File: src/rtl/hazard_control_unit_pkg.sv
// Shared definitions for the hazard control unit.
//   state_t   : FSM encoding (IDLE while the pipe flows, MD_WAIT while a
//               multi-cycle mul/div holds S3).
//   NOP_INSTR : canonical NOP (addi x0,x0,0) that the pipeline registers load
//               when a bubble is requested.
package hazard_control_unit_pkg;

  typedef enum logic {
    IDLE    = 1'b0,
    MD_WAIT = 1'b1
  } state_t;

  localparam logic [31:0] NOP_INSTR = 32'h0000_0013;

endpackage

File: src/rtl/hazard_control_unit_load_use.sv
// Load-use hazard detector (purely combinational).
//   mem_read_s3   : S3 instruction is a load
//   reg_w_addr_s3 : destination register of the S3 instruction
//   reg_addr1_s2  : rs1 of the S2 instruction
//   reg_addr2_s2  : rs2 of the S2 instruction
//   rs1_used_s2   : S2 instruction actually reads rs1
//   rs2_used_s2   : S2 instruction actually reads rs2
//   load_use      : S2 needs the loaded value before it exists
module load_use_detector (
  input  logic       mem_read_s3,
  input  logic [4:0] reg_w_addr_s3,
  input  logic [4:0] reg_addr1_s2,
  input  logic [4:0] reg_addr2_s2,
  input  logic       rs1_used_s2,
  input  logic       rs2_used_s2,
  output logic       load_use
);

  logic rs1_hit;
  logic rs2_hit;

  // Only count a source field as a dependency when the instruction reads it;
  // unused fields often carry immediate bits that alias register numbers.
  assign rs1_hit = rs1_used_s2 && (reg_addr1_s2 == reg_w_addr_s3);
  assign rs2_hit = rs2_used_s2 && (reg_addr2_s2 == reg_w_addr_s3);

  // A load to x0 never produces a value anyone waits for.
  assign load_use = mem_read_s3 && (reg_w_addr_s3 != 5'd0) && (rs1_hit || rs2_hit);

endmodule

File: src/rtl/hazard_control_unit.sv
// Hazard control unit: stall, bubble and flush generation for a 5-stage pipe
// (S1 IF, S2 ID, S3 EX, S4 MEM, S5 WB; PR1..PR4 between stages).
//   CLK, RESET             : clock, asynchronous active-high reset
//   MEM_READ_S3, REG_W_ADDR_S3, REG_ADDR1_S2, REG_ADDR2_S2,
//   RS1_USED_S2, RS2_USED_S2 : fields for load-use detection
//   BJ_SIG                 : taken branch/jump resolved in S3
//   MULDIV_S3, MULDIV_DONE : multi-cycle mul/div handshake
//   STALL_PC/PR1/PR2       : hold PC / IF-ID / ID-EX
//   BUBBLE_PR2/PR3         : insert NOP into ID-EX / EX-MEM
//   FLUSH_PR1/PR2          : clear IF-ID / ID-EX
//   MULDIV_START           : one-cycle launch pulse for the mul/div unit
//   MD_ERR                 : one-cycle pulse when the mul/div watchdog aborts
//   STALL_COUNT            : saturating count of cycles with STALL_PC=1
module hazard_control_unit
  import hazard_control_unit_pkg::*;
#(
  parameter int MD_TIMEOUT = 64,
  parameter int CNT_W      = 8,
  parameter int PERF_W     = 32
) (
  input  logic              CLK,
  input  logic              RESET,
  input  logic              MEM_READ_S3,
  input  logic [4:0]        REG_W_ADDR_S3,
  input  logic [4:0]        REG_ADDR1_S2,
  input  logic [4:0]        REG_ADDR2_S2,
  input  logic              RS1_USED_S2,
  input  logic              RS2_USED_S2,
  input  logic              BJ_SIG,
  input  logic              MULDIV_S3,
  input  logic              MULDIV_DONE,
  output logic              STALL_PC,
  output logic              STALL_PR1,
  output logic              STALL_PR2,
  output logic              BUBBLE_PR2,
  output logic              BUBBLE_PR3,
  output logic              FLUSH_PR1,
  output logic              FLUSH_PR2,
  output logic              MULDIV_START,
  output logic              MD_ERR,
  output logic [PERF_W-1:0] STALL_COUNT
);

  localparam logic [CNT_W-1:0] WD_LIMIT = CNT_W'(MD_TIMEOUT);

  state_t           state_q, state_d;
  logic [CNT_W-1:0] wd_q, wd_d;
  logic             load_use;

  function automatic logic [PERF_W-1:0] sat_inc(input logic [PERF_W-1:0] v);
    return (&v) ? v : v + PERF_W'(1);
  endfunction

  load_use_detector u_load_use (
    .mem_read_s3   (MEM_READ_S3),
    .reg_w_addr_s3 (REG_W_ADDR_S3),
    .reg_addr1_s2  (REG_ADDR1_S2),
    .reg_addr2_s2  (REG_ADDR2_S2),
    .rs1_used_s2   (RS1_USED_S2),
    .rs2_used_s2   (RS2_USED_S2),
    .load_use      (load_use)
  );

  always_ff @(posedge CLK or posedge RESET) begin
    if (RESET) begin
      state_q     <= IDLE;
      wd_q        <= '0;
      STALL_COUNT <= '0;
    end else begin
      state_q <= state_d;
      wd_q    <= wd_d;
      if (STALL_PC) STALL_COUNT <= sat_inc(STALL_COUNT);
    end
  end

  // Outputs are forced low while RESET is held so nothing leaks from live inputs.
  always_comb begin
    state_d      = state_q;
    wd_d         = wd_q;
    STALL_PC     = 1'b0;
    STALL_PR1    = 1'b0;
    STALL_PR2    = 1'b0;
    BUBBLE_PR2   = 1'b0;
    BUBBLE_PR3   = 1'b0;
    FLUSH_PR1    = 1'b0;
    FLUSH_PR2    = 1'b0;
    MULDIV_START = 1'b0;
    MD_ERR       = 1'b0;
    if (!RESET) begin
      case (state_q)
        IDLE: begin
          if (BJ_SIG) begin
            // S2 holds a wrong-path instruction, so any load-use there is moot.
            FLUSH_PR1 = 1'b1;
            FLUSH_PR2 = 1'b1;
          end else if (MULDIV_S3) begin
            MULDIV_START = 1'b1;
            if (!MULDIV_DONE) begin
              STALL_PC   = 1'b1;
              STALL_PR1  = 1'b1;
              STALL_PR2  = 1'b1;
              BUBBLE_PR3 = 1'b1;
              state_d    = MD_WAIT;
              wd_d       = CNT_W'(1);
            end
          end else if (load_use) begin
            // One bubble is enough: the load reaches S4 and forwarding covers it.
            STALL_PC   = 1'b1;
            STALL_PR1  = 1'b1;
            BUBBLE_PR2 = 1'b1;
          end
        end
        MD_WAIT: begin
          if (MULDIV_DONE) begin
            state_d = IDLE;
          end else if (wd_q == WD_LIMIT) begin
            MD_ERR  = 1'b1;
            state_d = IDLE;
          end else begin
            STALL_PC   = 1'b1;
            STALL_PR1  = 1'b1;
            STALL_PR2  = 1'b1;
            BUBBLE_PR3 = 1'b1;
            wd_d       = wd_q + CNT_W'(1);
          end
        end
        default: state_d = IDLE;
      endcase
    end
  end

  // A branch and a mul/div can never occupy S3 together.
  assert property (@(posedge CLK) disable iff (RESET) !(BJ_SIG && MULDIV_S3));

endmodule

File: config.mk
export PLATFORM = sky130hd
export DESIGN_NAME = hazard_control_unit
export DESIGN_NICKNAME = d
export VERILOG_FILES = /design/src/rtl/hazard_control_unit_pkg.sv /design/src/rtl/hazard_control_unit_load_use.sv /design/src/rtl/hazard_control_unit.sv
export SDC_FILE = /design/constraint.sdc
export NUM_CORES = 1
export LEC_CHECK = 0
export BUFFER_PORTS_ARGS = -buffer_cell sky130_fd_sc_hd__clkbuf_2
export CAP_MARGIN = 20
export CORE_MARGIN = 10
export CORE_UTILIZATION = 53
export DETAILED_ROUTE_END_ITERATION = 6
export GPL_TIMING_DRIVEN = 0
export PLACE_DENSITY = 0.8
export SYNTH_ARGS = -nofsm -noshare
export SYNTH_HDL_FRONTEND = slang
export SYNTH_SLANG_ARGS = --single-unit
File: constraint.sdc
create_clock -name CLK -period 2.75 [get_ports CLK]
set_input_delay 0.1375 -clock CLK [delete_from_list [all_inputs] [get_ports CLK]]
set_output_delay 0.1375 -clock CLK [all_outputs]
set_load 0.05 [all_outputs]
# [Word-level counts from Yosys, hierarchy flattened]
# Index checks and enable logic that the tools add are counted.
[word_totals] input_bits=23 elab_cells=58 out_inout_bits=41 ff_bits=41
[classes] n_addsub=2 reduce_logical=9 bitwise=3 n_eq_ne=8 muxes=33
[ops] op="two-way mux 8 bit" count=5
[ops] op="adder 32 x 1 -> 32 bit (second input constant)" count=1
[ops] op="AND reduction 32 bit" count=1
[ops] op="two-way mux 1 bit" count=25
[ops] op="case mux 8 bit (2 select lines)" count=1
[ops] op="== test 5 bit" count=2
[ops] op="inequality test 2 bit (second input constant)" count=5
[ops] op="adder 8 x 1 -> 8 bit (second input constant)" count=1
[ops] op="== test 8 x 7 -> 1 bit (second input constant)" count=1
[ops] op="AND reduction 6 bit" count=1
[ops] op="nonzero test 5 bit" count=1
[ops] op="logical AND 1 bit" count=4
[ops] op="case mux 1 bit (2 select lines)" count=2
[ops] op="inverter 1 bit" count=3
[ops] op="AND reduction 2 bit" count=1
[ops] op="logical OR 1 bit" count=1

# [Logic depth before layout (Yosys ltp)]
# Gate-level depths: netlist (run 1).
[depth] depth_word=10 ltp_mapped=12 mapped_depth_nobuf=9

# [By module]
# From an unflattened synthesis (run 1), not the netlist that was laid out.
[unflattened] cells_unflattened=233 hier_area_um2=2285.9
[by_module_without_submodules] module="hazard_control_unit" area_each_um2=2152.1 instances=1 cells_each=216 seq_area_each_um2=1026.0
[by_module_without_submodules] module="load_use_detector" area_each_um2=133.9 instances=1 cells_each=17 seq_area_each_um2=0.0

# [Least setup slack after synthesis (run 1)]
# Ideal clock, no wire load.
[synth_timing] path_type="reg-to-output" startpoint="register wd_q[2]" endpoint="output MD_ERR" setup_slack_ps=206 required_ps=2612 n_path_buf=0 t_arrival_ps=2407 stages_incl_launch_ff=3 cell_sequence="dfrtp_1 -> or4_4 -> nor4_1"
[synth_between] elab_chain_cells=5
[synth_rtl] item="start: declaration" line_no="hazard_control_unit.sv:47" text="logic [CNT_W-1:0] wd_q, wd_d;"
[synth_rtl] item="start signal: assignment" line_no="hazard_control_unit.sv:71" text="wd_q <= wd_d;"
[synth_rtl] item="== test 8 x 7 -> 1 bit" line_no="hazard_control_unit.sv:116" text="end else if (wd_q == WD_LIMIT) begin"
[synth_rtl] item="two-way mux 1 bit" line_no="hazard_control_unit.sv:116"
[synth_rtl] item="two-way mux 1 bit" line_no="hazard_control_unit.sv:114" text="if (MULDIV_DONE) begin"
[synth_rtl] item="two-way mux 1 bit" line_no="hazard_control_unit.sv:90" text="case (state_q)"
[synth_rtl] item="two-way mux 1 bit" line_no="hazard_control_unit.sv:89" text="if (!RESET) begin"
[synth_rtl] item="end: declaration" line_no="hazard_control_unit.sv:40" text="output logic MD_ERR,"
# Every way passes these cells.

# [Final worst setup path (run 1)]
[layout_timing] startpoint="register wd_q[1]" endpoint="output STALL_PR1"
[layout_between] elab_chain_cells=5
[layout_rtl] item="== test 8 x 7 -> 1 bit" line_no="hazard_control_unit.sv:116"
[layout_rtl] item="two-way mux 1 bit" line_no="hazard_control_unit.sv:116"
[layout_rtl] item="two-way mux 1 bit" line_no="hazard_control_unit.sv:114"
[layout_rtl] item="case mux 1 bit (2 select lines)" line_no="hazard_control_unit.sv:90"
[layout_rtl] item="two-way mux 1 bit" line_no="hazard_control_unit.sv:89"
[layout_rtl] item="end: declaration" line_no="hazard_control_unit.sv:33" text="output logic STALL_PR1,"
# Every way passes these cells.

==> flow_metrics.tcl, run 1 <==
set metrics [dict create \
    status "finished clean" \
    rsz0062_at_grt "false" \
    fin_skew_ns 0.00434 \
    combPwrFrac_pct 26.1 \
    cts_root_buffer "clkbuf_8" \
    routed_via_density 5.50 \
    synth_edf_count 0 \
    fin_tns_setup_ns 0 \
    rr_worst_depth 12 \
    grt-ovfl-total 0 \
    dr.pass1.iters 4 \
    grt_pass1_wl_um 9330 \
    worst_slack_ns 0.152 \
    diodes 0 \
    finalPower_uw 1430 \
    dp_slack_ns 0.261 \
    cts_tree "done" \
    critPathMaxFanout 18 \
    power_frac_seq_pct 48.9 \
    row_count 24 \
    ys_seq_area_share_pct 43.0 \
    crit_type "reg2out" \
    power.clock.fraction_pct 25.0 \
    cp-start-kind "flop" \
    ant_nets 0 \
    reg2reg_from "wd_q[1]" \
    min_path_type "in2async" \
    met3_usage_pct 4.59 \
    worstReg2RegEnd "STALL_COUNT[31]" \
    clk_pin_slew_ns 0.07 \
    final_hold_viol_count 0 \
    syn_area_um2 2390 \
    grt_util_met1_pct 18.1 \
    p_switching_uw 489 \
    dp_hpwl_um 4170 \
    first_iter_violations 110 \
    gp_congestion 0.835 \
    synth_cell_types 42 \
    max_slew_margin_pct 44.2 \
    crit_slowest_cell "or4_1" \
    antenna_found_initial 0 \
    wirelength_um 5400 \
    period_minus_slack_ns 2.60 \
    layout_commonest_cell "clkbuf_2" \
    yosysWarnings 0 \
    die_h_um 87.1 \
    async_flop_share_pct 100 \
    peakVddDrop_mv 0.611 \
    die-width_um 87.1 \
    coreArea_um2 4350 \
    drive_gt1_share_pct 32.7 \
    grt.busiest_layer "met2" \
    cp.arrival_ns 2.46 \
    crit_chain "inv_1 > ha_1 > nand4b_1 > nor2_4 > or4_1 > buf_6 > inv_4 > a41o_1 > buf_6 > buf_4 > buf_4" \
    power_density_nw_per_um2 506 \
    cp_slowest_stage_delay_ns 0.41 \
    io_pins 64 \
    clock_latency_ns 0.29 \
    fmax_mhz 385 \
    clkSinkCount 41 \
    vias 1986 \
    detail_route.wl_per_cell_um 15.0 \
    intPower_uw 945 \
    swShare_pct 34.1 \
    yosys-top-cells-area "dfrtp_1 43%, xnor2_1 14%, nand2_1 5.5%" \
    total_leakage_power_uw 0.00127 \
    required_ns 2.61 \
    cts_max_path_buffers 2 \
    max_cap_viol_count 0 \
    r2r_setup_slack_ns 0.33 \
    drv_slew 0 \
    synth-seq-cells 41 \
    synth_fp_nets 267 \
    yosysTopAreaCell "dfrtp_1" \
    worst_pin_slew_ns 0.836 \
    grt_usage_pct 15.1 \
    grt_start_max_net_pins 42 \
    setup_viol 0 \
    dieArea_um2 7590 \
    critPathCaptureType "output pin" \
    cts_inserted_buffers 5 \
    ys.flop_type "dfrtp_1" \
    grt_pass1_vias 2062 \
    grtUsageMet2_pct 25.2 \
    cts_max_level 2 \
    synth_cells 241 \
    synthToLayoutAreaGrowth_pct 18.8 \
    start_util_pct 54.8 \
    syn_area_per_cell_um2 9.90 \
    io_buffers 62 \
    drc 0 \
    fin_crit_sh_pct 94.5 \
    synth_top_area_share_pct 43.0 \
    layout_common_cells "61 x clkbuf_2, 41 x dfrtp_1, 37 x xnor2_1" \
    fin_nets 336 \
]
-- area by class of cell --
| class | instances | area (um^2) |
|---|---|---|
| Buffer | 10 | 73.8 |
| Clock buffer | 5 | 68.8 |
| Clock inverter | 1 | 5.00 |
| Fill cell | 355 | 1520 |
| Inverter | 10 | 40.0 |
| Multi-Input combinational cell | 179 | 1230 |
| Sequential cell | 41 | 1030 |
| Tap cell | 52 | 65.1 |
| Timing Repair Buffer | 63 | 320 |
-- registers in the layout (all words and copies together) (netlist names) --
register,count
state_q,1
STALL_COUNT,32
wd_q,8
-- metrics by stage --
stage | util [%] | hold WS, ns | area, um^2 | instances
floorplan | - | 0.436 | 2390 | 241
global placement | 63.4 | 0.474 | 2760 | 355
detailed placement | 63.4 | 0.484 | 2760 | 355
CTS | 65.3 | 0.184 | 2850 | 362
global route | 65.1 | 0.250 | 2830 | 361
finish | 65.1 | 0.155 | 2830 | 361
-- repair_timing --
item                                    in CTS  in global routing
endpoints found under the setup margin       1                  2
hold buffers                                 0                  0
gates resized for setup                      1                  1
buffers inserted                             1                  0
-- cell usage after synthesis, types with 2 or more instances --
| library cell | instances |
|---|---|
| nand3_2 | 9 |
| o21ai_0 | 3 |
| or2_2 | 3 |
| or4_1 | 2 |
| o31ai_1 | 4 |
| clkbuf_1 | 2 |
| ha_1 | 3 |
| buf_4 | 3 |
| nand3_1 | 8 |
| and3_1 | 7 |
| xnor2_1 | 37 |
| mux2_2 | 2 |
| buf_6 | 4 |
| xor2_1 | 4 |
| nand2_1 | 35 |
| nand4_2 | 4 |
| nor2b_1 | 2 |
| dfrtp_1 | 41 |
| inv_1 | 9 |
| buf_2 | 2 |
| nor2_1 | 10 |
| nand4_1 | 11 |
| nand4b_1 | 5 |
| nor4_1 | 5 |
| nor3_1 | 9 |
-- critical path: cells and delay by family (launching register included) --
family | cells | cell delay, ns
AO/OA/AOI/OAI | 1 | 0.12
adder cells (fa/ha/maj) | 1 | 0.18
buffers and inverters | 6 | 0.83
flip-flops | 1 | 0.40
AND/OR/NAND/NOR | 3 | 0.64
-- logic make-up (layout without fill, tap and decap cells) --
kind of cell,count (synthesis),count (layout),share of synthesized area [%]
and+or+nand+nor,118,118,29.3
xor gates and xnor gates,41,41,15.0
DFF,41,41,43.0
buffers and inverters,21,89,5.24
AOI/OAI and AO/OA,15,15,4.88
adders and majority gates,3,3,1.57
muxes,2,2,0.944
-- worst max path at each step --
| stage | startpoint | endpoint | slack, ns |
|---|---|---|---|
| after floorplan | wd_q[2] | MD_ERR | 0.21 |
| after global placement | wd_q[0] | STALL_PR1 | 0.26 |
| after detailed placement | wd_q[0] | STALL_PR1 | 0.26 |
| after CTS | wd_q[1] | STALL_PR1 | 0.01 |
| after global routing | wd_q[1] | STALL_PR1 | 0.02 |
| final | wd_q[1] | STALL_PR1 | 0.15 |
-- layer usage --
layer  up-vias  routed length [um]
met5         -                   0
met4         0                  73
met3         8                 251
met2        36                2650
met1       957                2430
li1        985                   -
-- power groups by stage --
stage	clock network (uW)	registers [uW]	logic (uW)
floorplan	0	813	170
global placement	0	716	358
detailed placement	0	718	363
CTS	369	700	381
global route	397	711	408
finish	358	701	374
No activity file was read; power rests on OpenSTA's default activity.
==> run 2: changes to the inputs <==
--- a/config.mk
+++ b/config.mk
@@ -8,10 +8,10 @@
 export BUFFER_PORTS_ARGS = -buffer_cell sky130_fd_sc_hd__clkbuf_2
 export CAP_MARGIN = 20
 export CORE_MARGIN = 10
-export CORE_UTILIZATION = 53
+export CORE_UTILIZATION = 35
 export DETAILED_ROUTE_END_ITERATION = 6
-export GPL_TIMING_DRIVEN = 0
-export PLACE_DENSITY = 0.8
+export GPL_TIMING_DRIVEN = 1
+export SLEW_MARGIN = 40
 export SYNTH_ARGS = -nofsm -noshare
 export SYNTH_HDL_FRONTEND = slang
 export SYNTH_SLANG_ARGS = --single-unit
==> run 2 against run 1 <==
Against the previous run: count of clock-buffer cells in the layout unchanged; wire length increased by 8.3%; maximum frequency is 0.55% higher; non-clock buffer count fell by 5; clock skew increased by 0.010 ns; cell count increased by 6.9%; hold slack got worse by 0.13 ns; critical path depth down 2; core utilization fell by 22 points; sequential power is 0.7% higher; register-to-register slack worse by 0.09 ns; clock power is 9.2% higher; critical path type unchanged; critical endpoint is now STALL_PC.
==> flow_metrics.tcl, run 2 (same netlist as run 1, synthesis figures left out) <==
set metrics [dict create \
    status "finished clean" \
    largest_reg_flops 32 \
    die_h_um 103 \
    power_density_nw_per_um2 507 \
    dp_hpwl_um 4550 \
    synthToLayoutAreaGrowth_pct 20.8 \
    drive_gt1_share_pct 32.4 \
    io_pins 64 \
    max_cap_viol_count 0 \
    reg_top3 "STALL_COUNT: 32 flops, wd_q: 8 flops, state_q: 1 flops" \
    crit_type "reg2out" \
    start_util_pct 35.5 \
    cts_max_level 2 \
    placed_area_um2 2800 \
    cp-start-kind "flop" \
    final_hold_viol_count 0 \
    multi_input_area_um2 1230 \
    io_buffers 63 \
    grt_pass1_vias 2011 \
    fin_crit_sh_pct 94.0 \
    grt_pass1_wl_um 9760 \
    cp.buffers_inverters 4 \
    grt_start_max_net_pins 28 \
    worst_pin_slew_ns 0.678 \
    period_minus_slack_ns 2.58 \
    coreArea_um2 6720 \
    cts_setup_buffers 0 \
    dr.pass1.iters 4 \
    fin_skew_ns 0.0148 \
    ant_nets 0 \
    grt_usage_pct 11.5 \
    cts_hold_buf 0 \
    fin_area_um2 2880 \
    critPathCaptureType "output pin" \
    wirelength_um 5850 \
    grt-ovfl-total 0 \
    fin_tns_setup_ns 0 \
    cts_resized 0 \
    cts_max_path_buffers 2 \
    p_switching_uw 514 \
    cts_root_buffer "clkbuf_8" \
    layout_commonest_cell "clkbuf_2" \
    dieArea_um2 10500 \
    clk_pin_slew_ns 0.09 \
    fin_nets 331 \
    layout_common_cells "61 x clkbuf_2, 41 x dfrtp_1, 37 x xnor2_1" \
    detail_route.wl_per_cell_um 15.2 \
    drv_slew 0 \
    power_frac_seq_pct 48.3 \
    power.clock.fraction_pct 26.8 \
    cp.arrival_ns 2.45 \
    cts_inserted_buffers 5 \
    critPathMaxFanout 27 \
    diodes 0 \
    clkSinkCount 41 \
    combPwrFrac_pct 24.9 \
    cts_tree "done" \
    drc 0 \
    crit_chain "inv_1 > ha_1 > nand4b_1 > nor2_4 > or4_1 > inv_4 > a41o_1 > buf_12 > buf_12" \
    clock_latency_ns 0.29 \
    routed_via_density 5.03 \
    total_leakage_power_uw 0.00127 \
    n_fill_cell 645 \
    antenna_found_initial 0 \
    crit_top_cell "buf_12" \
    vias 1941 \
    die-width_um 103 \
    register_area_um2 1030 \
    fmax_mhz 387 \
    gp_congestion 0.758 \
    required_ns 2.61 \
    critPathTopFamily "simple AND/OR/NAND/NOR gates" \
    min_path_type "in2async" \
    swShare_pct 35.2 \
    row_count 30 \
    largest_register "STALL_COUNT" \
    cp_slowest_stage_delay_ns 0.57 \
    intPower_uw 947 \
    crit_slowest_cell "or4_1" \
    first_iter_violations 87 \
    peakVddDrop_mv 0.474 \
    rsz0062_at_grt "false" \
    max_slew_margin_pct 54.8 \
    setup_viol 0 \
    r2r_setup_slack_ns 0.24 \
]
-- run 2: cell types whose count changed in the layout (fill, tap and decap cells not counted), sizes merged --
cell	previous run	this run
buf	10	7
clkinvlp	0	1
clkbuf	68	66
clkinv	1	2
-- run 2: power groups by stage --
stage               Sequential (uW)  Clock [uW]  Combinational (uW)
global route                    719         438                 400
detailed placement              719           0                 369
CTS                             706         411                 370
floorplan                       813           0                 170
finish                          706         391                 364
global placement                716           0                 361
-- run 2: worst reg2reg max path, cell delays in order, from the launching register on --
cell,delay (ns)
dfrtp_1,0.41
inv_1,0.06
ha_1,0.19
nand4b_1,0.16
nor2_4,0.06
or4_1,0.57
inv_4,0.17
a41o_1,0.15
buf_12,0.21
nand2_1,0.14
mux2_2,0.29
-- run 2: worst paths after layout --
kind,startpoint,end,cells after the start
hold / removal,RESET,wd_q[0],2
setup reg to reg,wd_q[0],STALL_COUNT[1],10
hold reg to reg,STALL_COUNT[6],STALL_COUNT[6],1
min in group CLK,RESET,state_q,3
setup / recovery,wd_q[0],STALL_PC,9
max in group asynchronous,RESET,STALL_COUNT[18],3
-- run 2: metrics by stage --
step           std cells  util [%]  total power, uW  setup WS [ns]  hold WS, ns
6_report             386      42.9             1460          0.166       0.0258
5_1_grt              386      42.9             1560        0.00103       0.0946
4_1_cts              386      42.9             1490          0.163       0.0408
3_5_place_dp         378      41.6             1090          0.258        0.362
3_3_place_gp         378      41.6             1080          0.335        0.355
2_1_floorplan        241         -              983          0.206        0.436
-- run 2: cell type report --
| type | count | share of cell area, % |
|---|---|---|
| tap | 80 | 3.47 |
| inverter | 10 | 1.39 |
| timing repair buffer | 68 | 13.7 |
| clock inverter | 3 | 0.608 |
| multi-input combinational | 179 | 42.8 |
| sequential | 41 | 35.6 |
| clock buffer | 5 | 2.39 |
-- run 2: routing by layer --
metal | vias to the layer above | routed length (um) | track usage (%)
met2 | 39 | 2870 | 19.7
li1 | 973 | - | -
met1 | 925 | 2540 | 13.4
met3 | 4 | 424 | 4.62
met4 | 0 | 21 | 1.95
met5 | - | 0 | 0
==> run 3: changes to the inputs <==
--- a/config.mk
+++ b/config.mk
@@ -7,10 +7,14 @@
 export LEC_CHECK = 0
 export BUFFER_PORTS_ARGS = -buffer_cell sky130_fd_sc_hd__clkbuf_2
 export CAP_MARGIN = 20
+export CELL_PAD_IN_SITES_DETAIL_PLACEMENT = 1
+export CELL_PAD_IN_SITES_GLOBAL_PLACEMENT = 1
 export CORE_MARGIN = 10
 export CORE_UTILIZATION = 35
 export DETAILED_ROUTE_END_ITERATION = 6
 export GPL_TIMING_DRIVEN = 1
+export PLACE_DENSITY_LB_ADDON = 0.1
+export SETUP_SLACK_MARGIN = 0.3
 export SLEW_MARGIN = 40
 export SYNTH_ARGS = -nofsm -noshare
 export SYNTH_HDL_FRONTEND = slang
==> constraint.sdc (replaced) <==
create_clock -name CLK -period 2.75 [get_ports CLK]
set_input_delay 0.6875 -clock CLK [delete_from_list [all_inputs] [get_ports CLK]]
set_output_delay 0.6875 -clock CLK [all_outputs]
set_load 0.05 [all_outputs]
==> run 3 against run 2 <==
Against the previous run: the run now ends with setup timing left; first-iteration DRC count fell by 53%; wire length rose by 26%; core utilization rose by 8.3 points; non-clock buffer count rose by 36; highest routed layer unchanged; sequential share of layout area fell by 5.8 points; cell count rose by 9.3%; final area rose by 19%; register-to-register slack got worse by 0.04 ns; sequential power fell by 1%; worst setup slack got worse by 0.22 ns; power rose by 17%; die area did not move; largest power group unchanged.
==> flow_metrics.tcl, run 3 (same netlist as run 1, synthesis figures left out) <==
set metrics [dict create \
    status "finished, violations left" \
    violations "setup timing" \
    multi_input_area_um2 1320 \
    finish.utilization_pct 51.2 \
    worst_slack_ns -0.0551 \
    cts_max_path_buffers 2 \
    holdPathEnd "STALL_COUNT[27]" \
    io_pins 64 \
    clkSinkCount 41 \
    fmax_mhz 356 \
    rr_worst_depth 14 \
    clock_latency_ns 0.30 \
    grt-ovfl-total 0 \
    total_leakage_power_uw 0.00155 \
    antenna_found_initial 0 \
    diodes 0 \
    cp.arrival_ns 2.12 \
    die_h_um 103 \
    coreArea_um2 6720 \
    crit_type "reg2out" \
    dr.pass1.iters 4 \
    reg_top3 "STALL_COUNT: 32 flops, wd_q: 8 flops, state_q: 1 flops" \
    cts_inserted_buffers 5 \
    min_path_type "reg2reg" \
    gp_congestion 0.736 \
    grt_pass1_vias 2342 \
    register_area_um2 1030 \
    largest_reg_flops 32 \
    die-width_um 103 \
    wirelength_um 7390 \
    row_count 30 \
    r2r_setup_slack_ns 0.20 \
    clk_pin_slew_ns 0.08 \
    io_buffers 63 \
    drive_gt1_share_pct 42.7 \
    routed_via_density 5.13 \
    fin_crit_sh_pct 102 \
    peakVddDrop_mv 0.418 \
    hold_depth 1 \
    critPathLaunch "wd_q[0]" \
    grt_start_max_net_pins 42 \
    start_util_pct 35.5 \
    drv_slew 0 \
    hold_path_startpoint "STALL_COUNT[27]" \
    final_hold_viol_count 0 \
    cts_tree "done" \
    first_iter_violations 41 \
    grt_pass1_wl_um 11800 \
    cts_root_buffer "clkbuf_8" \
    period_minus_slack_ns 2.81 \
    critPathCaptureType "output pin" \
    fin_skew_ns 0.00536 \
    worst_pin_slew_ns 0.560 \
    grt_usage_pct 14.0 \
    detail_route.wl_per_cell_um 17.5 \
    cts_max_level 2 \
    required_ns 2.06 \
    worstReg2RegEnd "STALL_COUNT[28]" \
    ant_nets 0 \
    dieArea_um2 10500 \
    dp_slack_ns -0.0384 \
    largest_register "STALL_COUNT" \
    rsz0062_at_grt "true" \
    layout_common_cells "56 x clkbuf_2, 41 x dfrtp_1, 37 x xnor2_1" \
    layout_commonest_cell "clkbuf_2" \
    fin_nets 367 \
    n_fill_cell 761 \
    setup_viol 2 \
    power_density_nw_per_um2 496 \
    vias 2165 \
    max_cap_viol_count 0 \
    dp_hpwl_um 5130 \
    critPathMaxFanout 4 \
    cp-start-kind "flop" \
    reg2reg_from "wd_q[0]" \
    max_slew_margin_pct 62.6 \
    synthToLayoutAreaGrowth_pct 44.3 \
    drc 0 \
]
==> run 3: through the flow <==
stage	cell area [um^2]	TNS (ns)	total power (uW)	hold slack, ns	std cells
global route	3440	-0.356	1790	0.517	422
finish	3440	-0.105	1710	0.495	422
global placement	2920	-0.0637	1100	0.489	388
CTS	3280	-0.152	1690	0.504	412
floorplan	2460	-0.0586	994	0.473	241
detailed placement	2920	-0.0738	1110	0.492	388
==> run 3: where the power goes <==
group	switching, uW	leakage (uW)	internal [uW]
Sequential	48.7	0.000557	651
Clock	220	0.0000585	296
Combinational	288	0.000934	206
Total	556	0.00155	1150
==> run 3: worst max-delay path, cell delays in order (launching register included) <==
cell and delay (ns):
dfrtp_1 0.37, inv_1 0.05, ha_2 0.15, nand4b_1 0.11, buf_4 0.14, nor2_4 0.04, or4_4 0.48, inv_12 0.08
a41o_1 0.13, buf_12 0.12, buf_12 0.13
==> run 3: worst max path at each step <==
stage,endpoint,slack (ns)
finish,STALL_PC,-0.06
global route,STALL_PC,-0.13
CTS,STALL_PC,-0.07
detailed placement,STALL_PC,-0.04
global placement,STALL_PC,-0.03
floorplan,STALL_PR1,-0.06
==> run 3: what timing repair did <==
| action | CTS | global route |
|---|---|---|
| pin swaps | 8 | 15 |
| cloned | 2 | 1 |
| setup buffers | 14 | 9 |
| hold buffers | 0 | 0 |
| resized for setup | 18 | 12 |
| endpoints found under the setup margin | 10 | 33 |
==> run 3: cell type report <==
type,count,share of cell area (%)
timing repair buffer,104,24.1
multi-input combinational,179,38.4
tap,80,2.91
clock inverter,1,0.872
clock buffer,7,2.51
inverter,10,1.45
sequential,41,29.8
==> run 3: per-layer routing <==
layer	track usage [%]	share of wire, %
met1	16.7	44
met2	23.7	49
met3	4.96	6.8
met4	3.25	0.87
met5	0	0
